$ cat src/rtl/seq_det_pkg.sv
// seq_det_pkg
// Shared definitions for the sequence-detecting arbiter:
//   state_t      - FSM states (IDLE, SHIFT, REPORT)
//   DEF_WORD_W   - default bits per request word
//   DEF_RUN_LEN  - default run length that forms a detection
package seq_det_pkg;

    localparam int DEF_WORD_W  = 8;
    localparam int DEF_RUN_LEN = 4;

    typedef enum logic [1:0] {
        IDLE   = 2'd0,
        SHIFT  = 2'd1,
        REPORT = 2'd2
    } state_t;

endpackage

$ cat src/rtl/run_detector.sv
// run_detector
// Flags a bit position when it completes a run of RUN_LEN identical bits.
// The run counter saturates at RUN_LEN, so a longer run keeps flagging on
// every further bit of the same value.
// Ports:
//   clk     - clock, rising edge
//   reset   - asynchronous, active-high reset (clears history)
//   clr     - synchronous history clear (new word starting)
//   bit_in  - current bit
//   bit_en  - bit_in is valid this cycle and is consumed
//   hit     - combinational flag for the current bit
module run_detector #(
    parameter int RUN_LEN = 4
) (
    input  logic clk,
    input  logic reset,
    input  logic clr,
    input  logic bit_in,
    input  logic bit_en,
    output logic hit
);

    localparam int CW = $clog2(RUN_LEN + 1);
    localparam logic [CW-1:0] RUN_MAX = CW'(RUN_LEN);

    logic [CW-1:0] run_cnt;
    logic [CW-1:0] run_next;
    logic          last_bit;

    // A zero run count means no history, so the incoming bit starts a
    // fresh run of one regardless of last_bit.
    always_comb begin
        run_next = CW'(1);
        if (run_cnt != '0 && bit_in == last_bit) begin
            run_next = (run_cnt == RUN_MAX) ? RUN_MAX : run_cnt + 1'b1;
        end
        hit = bit_en && (run_next == RUN_MAX);
    end

    // Run history is only updated for consumed bits and wiped on clr.
    always_ff @(posedge clk or posedge reset) begin
        if (reset) begin
            run_cnt  <= '0;
            last_bit <= 1'b0;
        end else if (clr) begin
            run_cnt  <= '0;
            last_bit <= 1'b0;
        end else if (bit_en) begin
            run_cnt  <= run_next;
            last_bit <= bit_in;
        end
    end

endmodule

$ cat src/rtl/seq_det_arbiter.sv
// seq_det_arbiter
// Round-robin arbiter between two requesters. A granted word is shifted
// MSB first through a run detector for WORD_W cycles, then the number of
// flagged positions is held as a result until the consumer accepts it.
// Ports:
//   clk, reset             - clock and asynchronous active-high reset
//   req_valid[1:0]         - per-requester word available
//   req_data0, req_data1   - request words
//   req_ready[1:0]         - one-hot accept strobe (IDLE only)
//   res_valid / res_ready  - result handshake
//   res_id                 - requester owning the result
//   res_hits               - number of flagged shift positions
//   busy                   - high whenever the FSM is not IDLE
//   det_out                - live detector flag
//   res_first              - index of first flag, WORD_W if none
//                            (only with SEQ_DET_FIRST_HIT_EN defined)
module seq_det_arbiter
    import seq_det_pkg::*;
#(
    parameter int  WORD_W  = DEF_WORD_W,
    parameter int  RUN_LEN = DEF_RUN_LEN,
    localparam int HW      = $clog2(WORD_W + 1)
) (
    input  logic              clk,
    input  logic              reset,
    input  logic [1:0]        req_valid,
    input  logic [WORD_W-1:0] req_data0,
    input  logic [WORD_W-1:0] req_data1,
    output logic [1:0]        req_ready,
    output logic              res_valid,
    input  logic              res_ready,
    output logic              res_id,
    output logic [HW-1:0]     res_hits,
    output logic              busy,
    output logic              det_out
`ifdef SEQ_DET_FIRST_HIT_EN
    ,
    output logic [HW-1:0]     res_first
`endif
);

    localparam logic [HW-1:0] LAST_IDX = HW'(WORD_W - 1);
    localparam logic [HW-1:0] NO_HIT   = HW'(WORD_W);

    state_t            state;
    logic              last_grant;
    logic [WORD_W-1:0] shreg;
    logic [HW-1:0]     idx;
    logic              grant;
    logic              grant_id;
    logic              hit;
    logic              bit_en;

    // Round-robin pick: a lone requester wins, a tie goes to whoever was
    // not granted last. Grants are only offered while IDLE.
    always_comb begin
        grant_id = 1'b0;
        if (req_valid == 2'b11) begin
            grant_id = ~last_grant;
        end else if (req_valid[1]) begin
            grant_id = 1'b1;
        end
        grant     = (state == IDLE) && (req_valid != 2'b00);
        req_ready = 2'b00;
        if (grant) begin
            req_ready = grant_id ? 2'b10 : 2'b01;
        end
    end

    assign bit_en  = (state == SHIFT);
    assign busy    = (state != IDLE);
    assign det_out = hit;

    run_detector #(
        .RUN_LEN(RUN_LEN)
    ) u_det (
        .clk   (clk),
        .reset (reset),
        .clr   (grant),
        .bit_in(shreg[WORD_W-1]),
        .bit_en(bit_en),
        .hit   (hit)
    );

    // Main FSM. res_hits accumulates during SHIFT and is frozen in REPORT;
    // the transition into REPORT already includes the final bit's hit.
    always_ff @(posedge clk or posedge reset) begin
        if (reset) begin
            state      <= IDLE;
            last_grant <= 1'b1;
            shreg      <= '0;
            idx        <= '0;
            res_valid  <= 1'b0;
            res_id     <= 1'b0;
            res_hits   <= '0;
`ifdef SEQ_DET_FIRST_HIT_EN
            res_first  <= '0;
`endif
        end else begin
            case (state)
                IDLE: begin
                    if (grant) begin
                        shreg      <= grant_id ? req_data1 : req_data0;
                        res_id     <= grant_id;
                        last_grant <= grant_id;
                        idx        <= '0;
                        res_hits   <= '0;
`ifdef SEQ_DET_FIRST_HIT_EN
                        res_first  <= NO_HIT;
`endif
                        state      <= SHIFT;
                    end
                end
                SHIFT: begin
                    shreg <= shreg << 1;
                    idx   <= idx + 1'b1;
                    if (hit) begin
                        res_hits <= res_hits + 1'b1;
                    end
`ifdef SEQ_DET_FIRST_HIT_EN
                    if (hit && res_first == NO_HIT) begin
                        res_first <= idx;
                    end
`else
                    // No first-hit tracking in this build.
`endif
                    if (idx == LAST_IDX) begin
                        res_valid <= 1'b1;
                        state     <= REPORT;
                    end
                end
                REPORT: begin
                    if (res_ready) begin
                        res_valid <= 1'b0;
                        state     <= IDLE;
                    end
                end
                default: state <= IDLE;
            endcase
        end
    end

endmodule

$ cat config.mk
export PLATFORM = sky130hd
export DESIGN_NAME = seq_det_arbiter
export DESIGN_NICKNAME = d
export VERILOG_FILES = /design/src/rtl/seq_det_pkg.sv /design/src/rtl/run_detector.sv /design/src/rtl/seq_det_arbiter.sv
export SDC_FILE = /design/constraint.sdc
export NUM_CORES = 1
export LEC_CHECK = 0
export ABC_AREA = 1
export BUFFER_PORTS_ARGS = -buffer_cell sky130_fd_sc_hd__buf_4
export CAP_MARGIN = 30
export CELL_PAD_IN_SITES_DETAIL_PLACEMENT = 1
export CELL_PAD_IN_SITES_GLOBAL_PLACEMENT = 2
export CORE_ASPECT_RATIO = 0.9
export CORE_MARGIN = 1
export CORE_UTILIZATION = 32
export DETAILED_ROUTE_END_ITERATION = 8
export GPL_ROUTABILITY_DRIVEN = 0
export PLACE_DENSITY_LB_ADDON = 0.1
export SYNTH_ARGS = -nofsm -noshare
export SYNTH_HDL_FRONTEND = slang
export SYNTH_SLANG_ARGS = --single-unit
$ cat constraint.sdc
create_clock -name clk -period 3 [get_ports clk]
set_input_delay 0.9 -clock clk [delete_from_list [all_inputs] [get_ports clk]]
set_output_delay 0.9 -clock clk [all_outputs]
set_load 0.005 [all_outputs]
==> reports/qor.yml, run 1 <==
global_routing:
  grt_max_degree: 26
  track_usage_pct: 14.9
  grt_overflow: 0
  grt_pass1_vias: 1202
  antenna_found_initial: 0
  grt_pass1_wl_mm: 5.28
pwr:
  switchingPower_uw: 624
  leakage_uw: 0.000873
  p_comb_share_pct: 47.3
  intPower_uw: 851
  pwr-share-seq_pct: 38.8
  p_sw_share_pct: 42.3
  p_per_area_mw_per_mm2: 887
  clkPwrFrac_pct: 13.9
  ir_worst_vdd_mv: 0.467
placement:
  dpl_worst_slack_ns: 0.448
  dp.final_hpwl_mm: 2.31
  io_buffers: 30
finish:
  n_antenna_cell: 0
  final_cell_mix: "nand2_1, buf_4, dfrtp_1"
  fin_nets: 225
  nFillCells: 493
  final_common_cell: "nand2_1"
  drive_gt1_share_pct: 25.1
  register_area_sq_um: 627
  area_growth_pct: 24.1
  multi_input_area_sq_um: 588
critical_path:
  cp_cell_sequence: "inv_1 -> ha_1 -> a21boi_0 -> nor2_2 -> nand2_2 -> inv_1 -> buf_4"
  crit_slowest_cell: "dfrtp_1"
  reg2reg_slack_ns: 1.45
  path_class: "reg2out"
  timing.rr.start: "u_det.run_cnt[0]$_DFFE_PP0P_"
  path_delay_family: "flip-flops"
  endpoint: "det_out"
  required_ns: 2.10
  reg2reg_depth: 8
  path_buf_inv: 3
  critPathLaunchType: "flop"
  critPathCaptureType: "primary output"
  crit_path_start: "u_det.run_cnt[0]$_DFFE_PP0P_"
  arrival_ns: 1.67
  cpPeakStageDelay_ns: 0.38
  cp.depth: 7
  r2r_end: "res_hits[0]$_DFFE_PP0P_"
  cp_max_fo: 6
  critical_path.most_common_cell: "inv_1"
run_status:
  status: "finished, final reports clean"
clock_network:
  cts_inserted_buffers: 3
  cts-root-buf: "clkbuf_8"
  cts_setup_buffers: 0
  ctsHtreeMaxLevel: 1
  cts_tree: "yes"
  ctsResizeCount: 0
  cts.sinks: 25
  clk_latency_ns: 0.27
  cts.path.max_buffers: 2
  hold_buffers: 0
  cts.reportedPaths.clkPinSlew_ns: 0.10
hold_path:
  min_path_type: "reg2reg"
yosys:
  yosysTopAreaCell: "dfrtp_1"
  ys_warn_count: 0
  ys_seq_area_share_pct: 46.8
  ys_types: 27
  synth_top_area_share_pct: 44.8
  syn_nets: 191
  synth_seq_cells: 25
  avgSynthCellArea_sq_um: 8.07
  synthCells: 166
  syn_area_sq_mm: 0.00134
  netlist_top_cells_area: "dfrtp_1, nand2_1, inv_1"
route:
  num_vias: 1151
  wl_per_cell_um: 12.5
  antenna_left: 0
  first_iter_violations: 18
  routed_wl_mm: 3.07
  firstDrtPassIters: 4
  drc: 0
  drt-vias-per-instance: 4.70
die:
  initial_core_util_pct: 34.7
  core.rowCount: 21
  die_w_um: 70.2
  core_area_sq_mm: 0.00386
  ios: 31
  dieArea_sq_mm: 0.00445
  die_h_um: 63.4
sta:
  setup_violations: 0
  finalCritPeriodShare_pct: 85.7
  report.final.slew_viol_count: 0
  worstMarginPinSlew_ns: 0.339
  min_period_ns: 2.57
  max_slew_margin_pct: 77.4
  worst_slack_ns: 0.430
  final_hold_viol_count: 0
  fin_setup_tns_ns: 0
  rsz0062_at_grt: "false"
  max_freq_mhz: 389
  clock_skew_ns: 0.00860
run:
  maxCapViolCount: 0
==> metal layers <==
metal	global-route usage (%)	wire [um]	vias up
met1	19.8	1450	533
met2	23.9	1450	23
met3	4.64	147	2
li1	-	-	593
met4	3.00	19	0
met5	0	0	-
==> cells by family after synthesis <==
| kind of cell | count (synthesis) | share of synthesized area (%) |
|---|---|---|
| XOR/XNOR | 2 | 1.31 |
| flip-flops | 25 | 46.8 |
| AND/OR/NAND/NOR | 78 | 25.7 |
| adder cells (fa/ha/maj) | 4 | 3.73 |
| buffers and inverters | 29 | 9.34 |
| AO/OA/AOI/OAI | 28 | 13.2 |
==> cell type report <==
cell class	count	area share, %
clock buffers	3	2.48
clock inverters	1	0.301
inverters	25	5.79
multi-input cells	112	35.4
flip-flops and latches	25	37.7
well taps	46	3.46
repair buffers	33	14.9
==> registers in the layout, indices dropped and copies added, names as in the netlist <==
register / cells
u_det.last_bit: 1
last_grant: 1
idx: 4
res_id: 1
u_det.run_cnt: 3
res_valid: 1
res_hits: 4
shreg: 8
state: 2
==> tightest hold or removal path: stages (launching register included) <==
cell and delay, ns:
dfstp_2 0.38, nand2_1 0.05, nand2_1 0.04
==> per-stage QoR <==
step	instances	area [sq um]	power, uW	utilization, %	hold WS (ns)
after CTS	245	1660	1510	43.1	0.476
after global routing	245	1660	1610	43.1	0.496
final	245	1660	1470	43.1	0.471
after detailed placement	241	1620	1290	41.9	0.463
after global placement	241	1620	1260	41.9	0.454
after floorplan	166	1340	1080	-	0.435
==> cell usage after synthesis, drive strengths merged <==
cell type and n:
a21oi 2, o21ai 12, nand3 11, dfrtp 24, nand2 51, nor2 16
a22o 1, ha 4, o211ai 7, o31ai 1, xnor2 1, a21boi 1
dfstp 1, inv 25, xor2 1, buf 4, o22ai 4
==> power by group through the flow <==
| stage | Sequential (uW) | Combinational (uW) | Clock [uW] |
|---|---|---|---|
| floorplan | 560 | 515 | 0 |
| global placement | 574 | 689 | 0 |
| detailed placement | 579 | 714 | 0 |
| CTS | 573 | 717 | 216 |
| global route | 589 | 796 | 227 |
| finish | 572 | 698 | 205 |
==> worst min-delay path by stage <==
stage	from	to	slack, ns	depth (start not counted)
2_1_floorplan	idx[3]$_DFFE_PP0P_	idx[3]$_DFFE_PP0P_	0.43	1
3_3_place_gp	idx[3]$_DFFE_PP0P_	idx[3]$_DFFE_PP0P_	0.45	1
3_5_place_dp	last_grant$_DFFE_PP1P_	last_grant$_DFFE_PP1P_	0.46	2
4_1_cts	last_grant$_DFFE_PP1P_	last_grant$_DFFE_PP1P_	0.48	2
5_1_grt	last_grant$_DFFE_PP1P_	last_grant$_DFFE_PP1P_	0.50	2
6_report	last_grant$_DFFE_PP1P_	last_grant$_DFFE_PP1P_	0.47	2
Power figures use the tool's default switching activity.
==> run 2: changes to the inputs <==
--- a/config.mk
+++ b/config.mk
@@ -16,6 +16,7 @@
 export DETAILED_ROUTE_END_ITERATION = 8
 export GPL_ROUTABILITY_DRIVEN = 0
 export PLACE_DENSITY_LB_ADDON = 0.1
+export RECOVER_POWER = 50
 export SYNTH_ARGS = -nofsm -noshare
 export SYNTH_HDL_FRONTEND = slang
 export SYNTH_SLANG_ARGS = --single-unit
==> run 2 against run 1 <==
Via count is 0.35% lower. Combinational power is 3.2% lower. Critical endpoint is now req_ready[0]. Largest power group unchanged. Global-route usage stayed put. Largest cell class unchanged. Sequential cell count stayed put. Highest routed layer unchanged.
==> reports/qor.yml, run 2 (synthesized netlist as in run 1, its figures left out) <==
hold_path:
  min_path_type: "reg2reg"
  holdPathEnd: "last_grant$_DFFE_PP1P_"
  whs_path_depth: 2
  holdCritStartpoint: "last_grant$_DFFE_PP1P_"
finish:
  area_growth_pct: 22.4
  fin_nets: 225
  drive_gt1_share_pct: 23.1
  nFillCells: 497
  final_cell_mix: "nand2_1, buf_4, dfrtp_1"
  reg.largest.list: "shreg (8), idx (4), res_hits (4)"
  n_antenna_cell: 0
  largest_reg_flops: 8
  multi_input_area_sq_um: 573
  largest-register: "shreg"
  final_common_cell: "nand2_1"
  register_area_sq_um: 627
clock_network:
  cts_inserted_buffers: 3
  cts.reportedPaths.clkPinSlew_ns: 0.09
  ctsResizeCount: 0
  cts_setup_buffers: 0
  cts_tree: "yes"
  cts.sinks: 25
  clk_latency_ns: 0.27
  cts.path.max_buffers: 2
  ctsHtreeMaxLevel: 1
  hold_buffers: 0
  cts-root-buf: "clkbuf_8"
sta:
  worst_slack_ns: 0.335
  worstMarginPinSlew_ns: 1.43
  report.final.slew_viol_count: 0
  rsz0062_at_grt: "false"
  max_slew_margin_pct: 4.44
  clock_skew_ns: 0.00847
  max_freq_mhz: 375
  finalCritPeriodShare_pct: 88.8
  min_period_ns: 2.67
  timing.hold.ws_ns: 0.472
  fin_setup_tns_ns: 0
  setup_violations: 0
  final_hold_viol_count: 0
die:
  core_area_sq_mm: 0.00386
  initial_core_util_pct: 34.7
  die_h_um: 63.4
  core.rowCount: 21
  dieArea_sq_mm: 0.00445
  ios: 31
  die_w_um: 70.2
route:
  firstDrtPassIters: 4
  routed_wl_mm: 3.07
  first_iter_violations: 22
  drt-vias-per-instance: 4.68
  num_vias: 1147
  wl_per_cell_um: 12.5
  drc: 0
  antenna_left: 0
critical_path:
  path_buf_inv: 3
  reg2reg_slack_ns: 1.01
  cp_cell_sequence: "buf_4 -> nor2_1 -> nor2_1 -> inv_4 -> nor2_1 -> buf_4"
  arrival_ns: 1.77
  r2r_end: "idx[3]$_DFFE_PP0P_"
  reg2reg_depth: 6
  crit_slowest_cell: "nor2_1"
  cpPeakStageDelay_ns: 0.33
  critPathLaunchType: "primary input"
  cp_max_fo: 17
  critical_path.most_common_cell: "nor2_1"
  path_class: "in2out"
  required_ns: 2.10
  timing.rr.start: "state[1]$_DFFE_PP0P_"
  path_delay_family: "simple AND/OR/NAND/NOR gates"
  critPathCaptureType: "primary output"
global_routing:
  grt_max_degree: 26
  track_usage_pct: 14.9
  antenna_found_initial: 0
  grt_pass1_wl_mm: 5.28
  grt_overflow: 0
  grt_pass1_vias: 1202
placement:
  dp.final_hpwl_mm: 2.31
  dpl_worst_slack_ns: 0.448
  io_buffers: 30
pwr:
  p_per_area_mw_per_mm2: 884
  ir_worst_vdd_mv: 0.464
  leakage_uw: 0.000864
  total_power_uw: 1450
run_status:
  status: "finished, final reports clean"
run:
  maxCapViolCount: 0
run 2: cell count changes in the layout (fill, tap and decap cells not counted):
cell and change:
clkbuf_4 +1, clkbuf_1 +2, buf_4 -3, nor2_1 +2, nor2_4 -2
run 2: power by group:
part	internal [uW]	total, uW	switching [uW]	leakage (uW)
Combinational	265	676	411	0.000525
Sequential	479	569	90.6	0.000314
Clock	93.0	205	112	0.0000255
run 2: how the worst max path moves through the flow:
stage                               to                    startpoint  slack [ns]  cells after the start
after detailed placement  req_ready[0]                  req_valid[1]        0.45                      6
final                     req_ready[0]                  req_valid[1]        0.33                      6
after floorplan           req_ready[0]                  req_valid[1]        0.69                      5
after global routing      req_ready[0]                  req_valid[1]        0.24                      6
after global placement    req_ready[0]                  req_valid[1]        0.47                      6
after CTS                      det_out  u_det.run_cnt[0]$_DFFE_PP0P_        0.41                      7
run 2: per-stage QoR:
step | std cells | utilization, % | instance area, sq um
CTS | 245 | 43.1 | 1660
floorplan | 166 | - | 1340
global route | 245 | 42.5 | 1640
finish | 245 | 42.5 | 1640
global placement | 241 | 41.9 | 1620
detailed placement | 241 | 41.9 | 1620
run 2: per-layer routing:
metal	vias to the layer above	share of wire, %	global-route usage [%]
met1	530	48	19.8
met3	2	4.6	4.64
met5	-	0	0
met4	0	0.62	3.00
met2	21	47	23.9
li1	594	-	-
run 2: layout make-up:
type                            count  share of cell area, %
Clock buffer                        3                   2.52
Tap cell                           46                   3.51
Timing Repair Buffer               33                   14.6
Inverter                           25                   5.87
Sequential cell                    25                   38.2
Clock inverter                      1                  0.305
Multi-Input combinational cell    112                   34.9
run 2: worst min-delay path, cell delays in order, from the launching register on:
cell	delay, ns
dfstp_2	0.38
nand2_1	0.05
nand2_1	0.04
==> run 3: changes to the inputs <==
--- a/config.mk
+++ b/config.mk
@@ -11,12 +11,13 @@
 export CELL_PAD_IN_SITES_DETAIL_PLACEMENT = 1
 export CELL_PAD_IN_SITES_GLOBAL_PLACEMENT = 2
 export CORE_ASPECT_RATIO = 0.9
-export CORE_MARGIN = 1
+export CORE_MARGIN = 2
 export CORE_UTILIZATION = 32
 export DETAILED_ROUTE_END_ITERATION = 8
 export GPL_ROUTABILITY_DRIVEN = 0
-export PLACE_DENSITY_LB_ADDON = 0.1
+export PLACE_DENSITY = 0.83
 export RECOVER_POWER = 50
+export SETUP_SLACK_MARGIN = 0.3
 export SYNTH_ARGS = -nofsm -noshare
 export SYNTH_HDL_FRONTEND = slang
 export SYNTH_SLANG_ARGS = --single-unit
==> run 3 against run 2 <==
Cell count rose by 0.82%. Count of clock-buffer cells in the layout did not move. Non-clock buffer count did not move. Largest cell class unchanged. Critical path type unchanged. Power barely moved. Highest routed layer unchanged.
==> reports/qor.yml, run 3 (synthesized netlist as in run 1, its figures left out) <==
run_status:
  status: "finished, final reports clean"
finish:
  design_area_sq_mm: 0.00165
  final_cell_mix: "nand2_1, buf_4, dfrtp_1"
  largest-register: "shreg"
  fin_nets: 225
  largest_reg_flops: 8
  area_growth_pct: 22.8
  stdcell_count: 247
  reg.largest.list: "shreg (8), idx (4), res_hits (4)"
  n_antenna_cell: 0
  final_common_cell: "nand2_1"
  drive_gt1_share_pct: 23.1
die:
  ios: 31
  die_h_um: 65.4
  initial_core_util_pct: 33.1
  dieArea_sq_mm: 0.00472
  core_area_sq_mm: 0.00405
  core.rowCount: 22
  die_w_um: 72.2
sta:
  max_slew_margin_pct: 8.32
  min_period_ns: 2.68
  clock_skew_ns: 0.00670
  setup_violations: 0
  fin_setup_tns_ns: 0
  timing.hold.ws_ns: 0.473
  finalCritPeriodShare_pct: 89.2
  rsz0062_at_grt: "false"
  max_freq_mhz: 374
  report.final.slew_viol_count: 0
  final_hold_viol_count: 0
  worstMarginPinSlew_ns: 1.38
critical_path:
  r2r_end: "idx[3]$_DFFE_PP0P_"
  arrival_ns: 1.78
  path_delay_family: "simple AND/OR/NAND/NOR gates"
  required_ns: 2.10
  timing.rr.start: "state[1]$_DFFE_PP0P_"
  critPathCaptureType: "primary output"
  cp_cell_sequence: "buf_4 -> nor2_1 -> nor2_1 -> inv_4 -> nor2_1 -> buf_4"
  path_buf_inv: 3
  crit_slowest_cell: "nor2_1"
  path_class: "in2out"
  reg2reg_slack_ns: 1.05
  critPathLaunchType: "primary input"
  cp_max_fo: 17
  reg2reg_depth: 6
  cpPeakStageDelay_ns: 0.33
  critical_path.most_common_cell: "nor2_1"
placement:
  placed_cells: 243
  dp.final_hpwl_mm: 2.48
  io_buffers: 30
  dpl_cell_area_sq_mm: 0.00162
global_routing:
  grt_pass1_wl_mm: 5.31
  antenna_found_initial: 0
  grt_overflow: 0
  grt_max_degree: 26
  track_usage_pct: 14.1
  grt_pass1_vias: 1219
clock_network:
  cts.reportedPaths.clkPinSlew_ns: 0.09
  hold_buffers: 0
  ctsHtreeMaxLevel: 1
  cts.path.max_buffers: 2
  clk_latency_ns: 0.27
  cts-root-buf: "clkbuf_8"
  cts_tree: "yes"
  cts_inserted_buffers: 3
  cts.sinks: 25
hold_path:
  min_path_type: "reg2reg"
  whs_path_depth: 2
  holdPathEnd: "last_grant$_DFFE_PP1P_"
  holdCritStartpoint: "last_grant$_DFFE_PP1P_"
run:
  maxCapViolCount: 0
route:
  routed_wl_mm: 3.08
  first_iter_violations: 16
  drt-vias-per-instance: 4.74
  antenna_left: 0
  num_vias: 1171
  firstDrtPassIters: 3
  drc: 0
  wl_per_cell_um: 12.5
pwr:
  leakage_uw: 0.000861
  ir_worst_vdd_mv: 0.278
  p_per_area_mw_per_mm2: 882
[run 3: worst register-to-register path: cells and delay by family, from the launching register on]
kind | cells | cell delay [ns]
buffers and inverters | 2 | 0.84
DFF | 1 | 0.42
AOI/OAI and AO/OA | 2 | 0.17
and+or+nand+nor | 2 | 0.45
[run 3: timing repair]
| action | CTS | global route |
|---|---|---|
| endpoints found under the setup margin | 0 | 1 |
| setup buffers | 0 | 0 |
| resized for setup | 0 | 1 |
[run 3: power by group]
group | switching [uW] | internal [uW] | total [uW]
Combinational | 405 | 266 | 670
Clock | 112 | 94.1 | 206
Sequential | 95.1 | 479 | 574
Total | 612 | 838 | 1450
[run 3: through the flow]
stage	total power [uW]	setup WS [ns]	utilization [%]
after detailed placement	1300	0.430	40.0
after global placement	1250	0.472	40.0
final	1450	0.323	40.7
after CTS	1510	0.379	41.2
after global routing	1590	0.258	40.7
after floorplan	1080	0.687	-
[run 3: metal layers]
layer	track usage (%)	vias up	routed length [um]
li1	-	592	-
met1	16.4	550	1350
met2	26.8	25	1590
met3	1.38	4	109
met4	4.72	0	34
met5	0	-	0
[run 3: layout make-up]
type	instances	area, sq um
fill	502	2400
sequential	25	627
multi-input combinational	112	573
timing repair buffer	33	240
inverter	25	96.3
tap	48	60.1
clock buffer	3	41.3
clock inverter	1	7.51
[run 3: worst max-delay path by stage]
stage	startpoint	to	slack (ns)	depth (start not counted)
final	req_valid[1]	req_ready[0]	0.32	6
after global routing	req_valid[1]	req_ready[0]	0.26	6
after CTS	u_det.run_cnt[0]$_DFFE_PP0P_	det_out	0.38	7
after detailed placement	req_valid[1]	req_ready[0]	0.43	6
after global placement	req_valid[1]	req_ready[0]	0.47	6
after floorplan	req_valid[1]	req_ready[0]	0.69	5
